==> src/rtl/bit_serial_sub_pkg.sv <==
// Shared definitions for the bit-serial subtractor: FSM state encoding and default width.
package bit_serial_sub_pkg;

    localparam logic [1:0] STATE_IDLE = 2'd0;
    localparam logic [1:0] STATE_CALC = 2'd1;
    localparam logic [1:0] STATE_DONE = 2'd2;

    localparam int BSS_NBITS_DEFAULT = 8;

    typedef enum logic [1:0] {
        S_IDLE = STATE_IDLE,
        S_CALC = STATE_CALC,
        S_DONE = STATE_DONE
    } bss_state_e;

endpackage

==> src/rtl/full_subtractor_cell.sv <==
// One-bit full subtractor built from primitive gates: d = a - b - bin, bout = borrow.
module full_subtractor_cell (
    input  logic a,
    input  logic b,
    input  logic bin,
    output logic d,
    output logic bout
);

    logic na;
    logic t_nab;
    logic t_nabin;
    logic t_bbin;

    not g_na     (na, a);
    xor g_d      (d, a, b, bin);
    and g_nab    (t_nab, na, b);
    and g_nabin  (t_nabin, na, bin);
    and g_bbin   (t_bbin, b, bin);
    or  g_bout   (bout, t_nab, t_nabin, t_bbin);

endmodule

==> src/rtl/bit_serial_subtractor.sv <==
// Area-minimal unsigned subtractor: one full-subtractor cell walks the operands LSB first,
// one bit per cycle, behind val/rdy input and output streams.
module bit_serial_subtractor
    import bit_serial_sub_pkg::*;
#(
    parameter int NBITS = BSS_NBITS_DEFAULT
) (
    input  logic             clk,
    input  logic             rst_n,
    input  logic             istream_val,
    output logic             istream_rdy,
    input  logic [NBITS-1:0] in0,
    input  logic [NBITS-1:0] in1,
    output logic             ostream_val,
    input  logic             ostream_rdy,
    output logic [NBITS-1:0] diff,
    output logic             borrow_out
);

    localparam int CW = (NBITS > 1) ? $clog2(NBITS) : 1;
    localparam logic [CW-1:0] CNT_LAST = CW'(NBITS - 1);

    bss_state_e       state_q, state_d;
    logic [NBITS-1:0] a_q, a_d;
    logic [NBITS-1:0] b_q, b_d;
    logic [NBITS-1:0] diff_q, diff_d;
    logic             bor_q, bor_d;
    logic [CW-1:0]    cnt_q, cnt_d;

    logic cell_d;
    logic cell_bout;

    full_subtractor_cell u_cell (
        .a    (a_q[0]),
        .b    (b_q[0]),
        .bin  (bor_q),
        .d    (cell_d),
        .bout (cell_bout)
    );

    always_comb begin
        state_d = state_q;
        a_d     = a_q;
        b_d     = b_q;
        diff_d  = diff_q;
        bor_d   = bor_q;
        cnt_d   = cnt_q;
        case (state_q)
            S_IDLE: begin
                if (istream_val) begin
                    a_d     = in0;
                    b_d     = in1;
                    diff_d  = '0;
                    bor_d   = 1'b0;
                    cnt_d   = '0;
                    state_d = S_CALC;
                end
            end
            S_CALC: begin
                // Result bits enter at the MSB so the LSB lands at bit 0 after NBITS shifts.
                a_d    = a_q >> 1;
                b_d    = b_q >> 1;
                diff_d = {cell_d, diff_q[NBITS-1:1]};
                bor_d  = cell_bout;
                cnt_d  = cnt_q + CW'(1);
                if (cnt_q == CNT_LAST) begin
                    state_d = S_DONE;
                end
            end
            S_DONE: begin
                if (ostream_rdy) begin
                    state_d = S_IDLE;
                end
            end
            default: state_d = S_IDLE;
        endcase
    end

    always_ff @(posedge clk or negedge rst_n) begin
        if (!rst_n) begin
            state_q <= S_IDLE;
            a_q     <= '0;
            b_q     <= '0;
            diff_q  <= '0;
            bor_q   <= 1'b0;
            cnt_q   <= '0;
        end else begin
            state_q <= state_d;
            a_q     <= a_d;
            b_q     <= b_d;
            diff_q  <= diff_d;
            bor_q   <= bor_d;
            cnt_q   <= cnt_d;
        end
    end

    assign istream_rdy = (state_q == S_IDLE);
    assign ostream_val = (state_q == S_DONE);
    assign diff        = diff_q;
    assign borrow_out  = bor_q;

endmodule

==> config.mk <==
export PLATFORM = sky130hd
export DESIGN_NAME = bit_serial_subtractor
export DESIGN_NICKNAME = d
export VERILOG_FILES = /design/src/rtl/bit_serial_sub_pkg.sv /design/src/rtl/full_subtractor_cell.sv /design/src/rtl/bit_serial_subtractor.sv
export SDC_FILE = /design/constraint.sdc
export NUM_CORES = 1
export LEC_CHECK = 0
export CORE_MARGIN = 8
export CORE_UTILIZATION = 49
export CTS_BUF_LIST = sky130_fd_sc_hd__clkbuf_8
export DETAILED_ROUTE_END_ITERATION = 16
export PLACE_DENSITY_LB_ADDON = 0.15
export SKIP_LAST_GASP = 1
export SLEW_MARGIN = 25
export SYNTH_ARGS = -nofsm -noshare
export SYNTH_HDL_FRONTEND = slang
export SYNTH_SLANG_ARGS = --single-unit
==> constraint.sdc <==
create_clock -name clk -period 1.7 [get_ports clk]
set_input_delay 0.255 -clock clk [delete_from_list [all_inputs] [get_ports clk]]
set_output_delay 0.255 -clock clk [all_outputs]
set_load 0.05 [all_outputs]
# [Yosys cells after proc, flatten, opt, wreduce, memory -nomap -nowiden]
# Index checks and enable logic that the tools add are counted.
[word_totals] elab_cells=37 register_bits=30 out_inout_bits=11 input_bits=20
[classes] n_reduce_logical=6 n_eq_ne=6 bitwise=4 n_mux=14 addsub=1
[ops] op="case mux 8 bit (2 select lines)" n=3
[ops] op="2-to-1 mux 8 bit" n=3
[ops] op="2-to-1 mux 2 bit" n=3
[ops] op="case mux 2 bit (3 select lines)" n=1
[ops] op="case mux 3 bit (2 select lines)" n=1
[ops] op="inequality test 2 bit, second input constant" n=2
[ops] op="adder 3 x 1 -> 3 bit, second input constant" n=1
[ops] op="bitwise AND 1 bit" n=3
[ops] op="== test 3 bit, second input constant" n=1
[ops] op="2-to-1 mux 3 bit" n=1
[ops] op="AND reduction 3 bit" n=1
[ops] op="OR reduction 3 bit" n=1
[ops] op="XOR reduction 3 bit" n=1
[ops] op="== test 2 x 1 -> 1 bit, second input constant" n=1
[ops] op="== test 2 bit, second input constant" n=1
[ops] op="logical NOT 2 bit" n=1
[ops] op="inequality test 2 x 1 -> 1 bit, second input constant" n=1
[ops] op="case mux 1 bit (2 select lines)" n=1
[ops] op="AND reduction 2 bit" n=1
[ops] op="nonzero test 2 bit" n=1
[ops] op="2-to-1 mux 1 bit" n=1
[ops] op="NOT 1 bit" n=1

# [Logic depth before layout (Yosys ltp)]
# Gate-level depths: netlist of run 1.
[depth] ltp_word=4 depth_mapped=4 depth_no_buf=4

# [Modules after synthesis]
# A second synthesis of run 1 with hierarchy kept.
[unflattened] hier_cells=121 area_unflattened_um2=1477.7
[by_module_without_submodules] mod="bit_serial_subtractor" area_each_um2=1450.1 instances=1 cells_each=118 seq_area_each_um2=750.7
[by_module_without_submodules] mod="full_subtractor_cell" area_each_um2=27.5 instances=1 cells_each=3 seq_area_each_um2=0.0

# [Worst setup path after synthesis of run 1]
# Ideal clock, no wire load.
[synth_path] kind="register -> register" start="reg state_q[0]" end="reg a_q[7]" required_time_ns=1.630 path_stages_with_launch=4 setup_slack_ns=0.049 synth_period_minus_slack_ns=1.651 setup_ns=0.070 t_arrival_ns=1.581 n_path_buf=1 path_cell_list="dfrtp_1 -> buf_4 -> nor2_1 -> a32o_1"
[synth_between] elab_chain_len=3 word_cells_on_any_way=6 cone_classes="eq/ne: 2; mux: 1; reduce/logical: 3"
[synth_rtl] item="from (decl)" line="bit_serial_subtractor.sv:23" rtl="bss_state_e state_q, state_d;"
[synth_rtl] item="from (signal assigned)" line="bit_serial_subtractor.sv:88" rtl="state_q <= state_d;"
[synth_rtl] item="logical NOT 2 bit (*)"
[synth_rtl] item="via istream_rdy" line="bit_serial_subtractor.sv:11" rtl="output logic istream_rdy,"
[synth_rtl] item="inequality test 2 bit (no source line) / nonzero test 2 bit (equally long branches)"
[synth_rtl] item="AND reduction 2 bit (no source line)"
[synth_rtl] item="to (signal assigned)" line="bit_serial_subtractor.sv:82" rtl="a_q <= '0;"
[synth_rtl] item="to (signal assigned)" line="bit_serial_subtractor.sv:89" rtl="a_q <= a_d;"
[synth_rtl] item="to (decl)" line="bit_serial_subtractor.sv:24" rtl="logic [NBITS-1:0] a_q, a_d;"
# The timed path passes the listed nets; every way through them passes the cells marked *.
# A chain may end at the register's enable or synchronous reset.

# [Final worst setup path of run 1]
[layout_path] start="reg state_q[0]" end="out istream_rdy"
[layout_between] elab_chain_len=1
[layout_rtl] item="logical NOT 2 bit" line="bit_serial_subtractor.sv:97" rtl="assign istream_rdy = (state_q == S_IDLE);"
[layout_rtl] item="to (decl)" line="bit_serial_subtractor.sv:11"
# No other way between the ends.

==> results of run 1 <==
[flip-flops by register name, indices dropped and copies added (netlist names)]
name        cells
a_q             8
borrow_out      1
b_q             8
state_q         2
diff            8
cnt_q           3
[area by class of cell]
class / count / area (sq um)
Inverter: 16 / 60.1
Multi-Input combinational cell: 67 / 568
Sequential cell: 30 / 751
Fill cell: 223 / 938
Tap cell: 31 / 38.8
Clock buffer: 6 / 82.6
Timing Repair Buffer: 36 / 343
[power groups by stage]
stage | clock (mW) | combinational (mW) | sequential [mW]
2_1_floorplan | 0 | 0.933 | 1.53
3_3_place_gp | 0 | 1.60 | 1.26
3_5_place_dp | 0 | 1.65 | 1.27
4_1_cts | 0.561 | 1.66 | 1.27
5_1_grt | 0.586 | 1.80 | 1.31
6_report | 0.546 | 1.63 | 1.26
[metrics by stage]
step / utilization, % / cells / instance area, sq um / setup WS, ns / power, mW
6_report: 66.3 / 186 / 1840 / 0.203 / 3.44
5_1_grt: 66.3 / 186 / 1840 / 0.136 / 3.69
4_1_cts: 66.3 / 186 / 1840 / 0.179 / 3.48
2_1_floorplan: - / 123 / 1440 / 0.0490 / 2.47
3_3_place_gp: 63.3 / 180 / 1760 / 0.126 / 2.86
3_5_place_dp: 63.3 / 180 / 1760 / 0.0884 / 2.92
[routing by layer]
layer,up-vias,track usage (%),wire length (um)
met5,-,0,0
met1,524,15.4,1320
li1,513,-,-
met4,0,6.25,57
met3,7,4.24,128
met2,20,19.6,1400
[synth_stat cells]
library cell | number | area [sq um]
clkbuf_2 | 1 | 5.00
o21bai_4 | 1 | 18.8
mux2_2 | 1 | 11.3
nor3b_1 | 14 | 105
a211oi_1 | 14 | 105
buf_6 | 1 | 11.3
fa_1 | 1 | 20.0
nor2_1 | 1 | 3.75
clkbuf_1 | 3 | 11.3
nand2b_1 | 2 | 12.5
nor4b_1 | 14 | 123
and2b_1 | 1 | 7.51
ha_1 | 2 | 25.0
a22o_1 | 12 | 105
buf_2 | 3 | 15.0
dfrtp_1 | 30 | 751
a21oi_1 | 1 | 5.00
inv_1 | 16 | 60.1
buf_4 | 2 | 15.0
a32o_1 | 2 | 20.0
nor2b_1 | 1 | 6.26
[cells by family (layout without fill, tap and decap cells)]
kind of cell	Yosys count	after routing
compound gates	30	30
fa+ha+maj	3	3
buf+inv	26	58
flops	30	30
mux	1	1
simple gates	33	33
[worst paths after layout]
kind,start,endpoint,slack (ns),cells past startpoint
min reg2reg,cnt_q[1],cnt_q[1],0.50,1
max in group asynchronous,rst_n,a_q[4],1.07,2
max reg2reg,state_q[0],cnt_q[0],0.29,2
min,rst_n,diff[6],0.36,2
min in group clk,cnt_q[1],cnt_q[1],0.50,1
max,state_q[0],istream_rdy,0.20,2
==> metrics.md, run 1 <==
| Metric | Value |
|---|---|
| CTS buffer count | `5` |
| Initial Util | `51.6%` |
| Post-Synth Adder-Cell Area | `3.14%` |
| Worst Path Arrival | `1.24 ns` |
| WHS | `0.365 ns` |
| Endpoints failing setup | `0` |
| Worst-path cell chain | `nor2_1, buf_12` |
| Clk pin slew, worst setup/hold paths | `0.06 ns` |
| Startpoint types | `flop` |
| Largest family of logic cells by synthesized area | `simple AND/OR/NAND/NOR gates` |
| RSZ-0062 raised after global routing | `no` |
| Final ANT Viol Nets | `0` |
| Clock Sinks | `30` |
| Core area | `2780 sq um` |
| Setup Skew | `0.00662 ns` |
| Crit path kind | `flop to primary output` |
| CP max stage cell | `dfrtp_1` |
| Worst-margin pin slew | `0.652 ns` |
| Crit path buffers/inverters | `1` |
| First-pass GRT wire length | `5260 um` |
| Cell-internal power | `2.05 mW` |
| MaxCap Viol Count | `0` |
| Logic pwr share | `47.4%` |
| Status | `complete, no violations` |
| CTS tree | `built` |
| Hold Path Class | `primary input to asynchronous set/reset pin` |
| PostCTS Resize Cnt | `0` |
| Vias in the first global route | `1115` |
| Die H | `70.1 um` |
| IO Port Bufs | `30` |
| GRT overflow | `0` |
| # nets final | `179` |
| Layout cell share with drive strength beyond 1 | `16.1%` |
| Average wire per standard cell | `15.6 um` |
| Die Width | `70.1 um` |
| Commonest non-fill, non-tap cell in the layout | `dfrtp_1` |
| DR DRC count | `0` |
| Routed wire length | `2900 um` |
| Cells after Synth | `123` |
| XOR/XNOR Fraction of Synth Area | `0%` |
| Max incr delay on CP | `0.48 ns` |
| Top Ports | `31` |
| Clock Path Buffers | `2` |
| Placer Congestion | `0.732` |
| Rows | `19` |
| Sw frac | `40.4%` |
| Period utilization | `88.1%` |
| Max_slew headroom | `56.4%` |
| Worst VDD drop | `1.31 mV` |
| Part of the total power dissipated in the clock network | `15.9%` |
| Final Max Tran Viols | `0` |
| Area fraction in and, or, nand and nor cells after synthesis | `17.9%` |
| Routed vias | `1064` |
| Die area | `4920 sq um` |
| Initial antenna violation count | `0` |
| Lkg Pwr | `0.824 nW` |
| CTS Hold Buffers Added | `0` |
| Post-DP HPWL | `2020 um` |
| ANT cells | `0` |
| Flop pwr share | `36.7%` |
| Yosys cell types | `21` |
| Commonest cells after routing, fill and taps aside | `dfrtp_1 (30), clkdlybuf4s50_1 (19), inv_1 (16)` |
| Critical path capture point type | `primary output` |
| Root Driver | `clkbuf_8` |
| Drt pass-1 iters | `3` |
| Synth Register Bits | `30` |
| Cell family with most CP delay | `flip-flops` |
| Worst path required time | `1.44 ns` |
| Clock H-tree levels | `2` |
| Critical path peak fanout | `8` |
| Sequential area share after synthesis | `52.3%` |
| Mean Syn Cell Area | `11.7 sq um` |
| Area growth syn-to-layout | `28.3%` |
| Skew-Pair Late Insertion Delay | `0.28 ns` |
| Post-route setup TNS | `0 ns` |
| Post-layout min period | `1.50 ns` |
| Gr usage total | `12.7%` |
| Post-synthesis mux area share | `0.784%` |
| Iteration-0 DRC Markers | `56` |
| Synth Cell Area | `1440 sq um` |
| Peak Freq | `0.668 GHz` |
| PwrDens | `1870 nW/um^2` |
| Post-DR vias/cell | `5.72` |
| Largest net degree at the start of global routing | `31` |
| Post-synthesis net count | `146` |
| Synth Warn # | `0` |
| Compound-Gate Fraction of Synth Area | `17.7%` |
| Post-CTS Setup Inserts | `0` |
| Net Switching | `1.39 mW` |
| Hold Vio Cnt, Final | `0` |
No activity file was read; power rests on OpenSTA's default activity.
==> inputs of run 2 (changes only) <==
- CTS_BUF_LIST: sky130_fd_sc_hd__clkbuf_8 -> sky130_fd_sc_hd__clkbuf_2
==> metrics.md, run 2 (synthesis gave the netlist of run 1 again) <==
| Metric | Value |
|---|---|
| Status | `complete, no violations (unchanged)` |
| Largest net degree at the start of global routing | `31 (unchanged)` |
| Clk pin slew, worst setup/hold paths | `0.14 ns (was 0.06 ns)` |
| Root Driver | `clkbuf_2 (was clkbuf_8)` |
| Vias in the first global route | `1113 (was 1115)` |
| Clock Path Buffers | `2 (unchanged)` |
| Fin util | `64.3% (was 66.3%)` |
| Cell family with most CP delay | `flip-flops (unchanged)` |
| Area after DPL | `1760 sq um (unchanged)` |
| IO Port Bufs | `30 (unchanged)` |
| Max incr delay on CP | `0.50 ns (was 0.48 ns)` |
| PostCTS Resize Cnt | `0 (unchanged)` |
| Multi-input logic area | `568 sq um (unchanged)` |
| Clock Sinks | `30 (unchanged)` |
| Hold Path Class | `primary input to asynchronous set/reset pin (unchanged)` |
| PnR worst setup slack | `0.122 ns (was 0.203 ns)` |
| Crit path buffers/inverters | `1 (unchanged)` |
| Sequential cell area | `751 sq um (unchanged)` |
| Layout cell share with drive strength beyond 1 | `15.5% (was 16.1%)` |
| Worst-path cell chain | `nor2b_1, buf_12 (was nor2_1, buf_12)` |
| Worst VDD drop | `1.29 mV (was 1.31 mV)` |
| Skew-Pair Late Insertion Delay | `0.34 ns (was 0.28 ns)` |
| Die Width | `70.1 um (unchanged)` |
| CP max stage cell | `dfrtp_1 (unchanged)` |
| Initial antenna violation count | `0 (unchanged)` |
| Final Max Tran Viols | `0 (unchanged)` |
| Initial Util | `51.6% (unchanged)` |
| Rows | `19 (unchanged)` |
| Period utilization | `92.8% (was 88.1%)` |
| Design Area, Final | `1790 sq um (was 1840 sq um)` |
| Placer Congestion | `0.732 (unchanged)` |
| ANT cells | `0 (unchanged)` |
| Post-CTS Setup Inserts | `0 (unchanged)` |
| First-pass GRT wire length | `5220 um (was 5260 um)` |
| Placement Setup Slack | `0.0884 ns (unchanged)` |
| Peak Freq | `0.634 GHz (was 0.668 GHz)` |
| DR DRC count | `0 (unchanged)` |
| Post-DR vias/cell | `5.74 (was 5.72)` |
| Worst path required time | `1.44 ns (about the same)` |
| Lkg Pwr | `0.803 nW (was 0.824 nW)` |
| Setup Skew | `0.0174 ns (was 0.00662 ns)` |
| CTS buffer count | `5 (unchanged)` |
| RSZ-0062 raised after global routing | `no (unchanged)` |
| # nets final | `179 (unchanged)` |
| Layout filler cell count | `233 (was 223)` |
| Top Ports | `31 (unchanged)` |
| Post-route setup TNS | `0 ns (unchanged)` |
| Iteration-0 DRC Markers | `78 (was 56)` |
| Routed vias | `1067 (was 1064)` |
| Startpoint types | `flop (unchanged)` |
| Commonest non-fill, non-tap cell in the layout | `dfrtp_1 (unchanged)` |
| Gr usage total | `12.7% (about the same)` |
| Post-layout min period | `1.58 ns (was 1.50 ns)` |
| Average wire per standard cell | `15.5 um (was 15.6 um)` |
| CTS tree | `built (unchanged)` |
| Worst-margin pin slew | `0.654 ns (was 0.652 ns)` |
| MaxCap Viol Count | `0 (unchanged)` |
| Area growth syn-to-layout | `24.6% (was 28.3%)` |
| Worst Path Arrival | `1.32 ns (was 1.24 ns)` |
| Critical path peak fanout | `8 (unchanged)` |
| Clock H-tree levels | `2 (unchanged)` |
| Drt pass-1 iters | `4 (was 3)` |
| GRT overflow | `0 (unchanged)` |
| Post-DP HPWL | `2020 um (unchanged)` |
| Max_slew headroom | `56.3% (was 56.4%)` |
| Routed wire length | `2890 um (was 2900 um)` |
| Crit path kind | `flop to primary output (unchanged)` |
| Commonest cells after routing, fill and taps aside | `dfrtp_1 (30), clkdlybuf4s50_1 (19), inv_1 (16) (unchanged)` |
| Die area | `4920 sq um (unchanged)` |
| Critical path capture point type | `primary output (unchanged)` |
| Endpoints failing setup | `0 (unchanged)` |
| PwrDens | `1780 nW/um^2 (was 1870 nW/um^2)` |
| CTS Hold Buffers Added | `0 (unchanged)` |
| Final ANT Viol Nets | `0 (unchanged)` |
| Die H | `70.1 um (unchanged)` |
| Hold Vio Cnt, Final | `0 (unchanged)` |
| Core area | `2780 sq um (unchanged)` |
-- run 2: cell count changes in the layout (fill, tap and decap cells not counted), sizes merged --
cell	change
clkbuf	-1
clkinv	+1
-- run 2: metrics by stage --
stage,hold slack [ns],power [mW],instances
floorplan,-0.0406,2.47,123
global placement,0.476,2.86,180
detailed placement,0.482,2.92,180
CTS,0.271,3.23,186
global route,0.274,3.43,186
finish,0.277,3.18,186
-- run 2: power breakdown --
part           switching (mW)  internal [mW]  leakage (nW)
Clock                   0.212         0.0818        0.0223
Sequential              0.222           1.04         0.366
Combinational           0.930          0.700         0.414
-- run 2: metal layers --
metal	track usage [%]	part of all wire, %	vias to the layer above
met1	15.4	46	527
met5	0	0	-
met4	6.70	1.6	0
met3	3.95	3.7	6
li1	-	-	515
met2	19.5	49	19
-- run 2: final timing paths --
path,cells past startpoint,from,end,slack [ns]
worst max-delay path,2,state_q[0],ostream_val,0.12
worst min-delay path,2,rst_n,b_q[3],0.28
worst max register to register,2,state_q[0],cnt_q[0],0.28
worst min register to register,1,cnt_q[1],cnt_q[1],0.52
max in group asynchronous,2,rst_n,a_q[4],1.14
min in group clk,3,ostream_rdy,state_q[1],0.52
-- run 2: final cells by class --
cell class / count / share of cell area [%]
Clock inverter: 1 / 0.210
Sequential cell: 30 / 42.0
Inverter: 16 / 3.36
Multi-Input combinational cell: 67 / 31.7
Timing Repair Buffer: 36 / 19.2
Clock buffer: 5 / 1.40
Tap cell: 31 / 2.17
-- run 2: worst register-to-register path, delay by kind of cell, from the launching register on --
kind	cells	cell delay (ns)
AOI/OAI and AO/OA	1	0.59
DFF	1	0.50
muxes	1	0.28
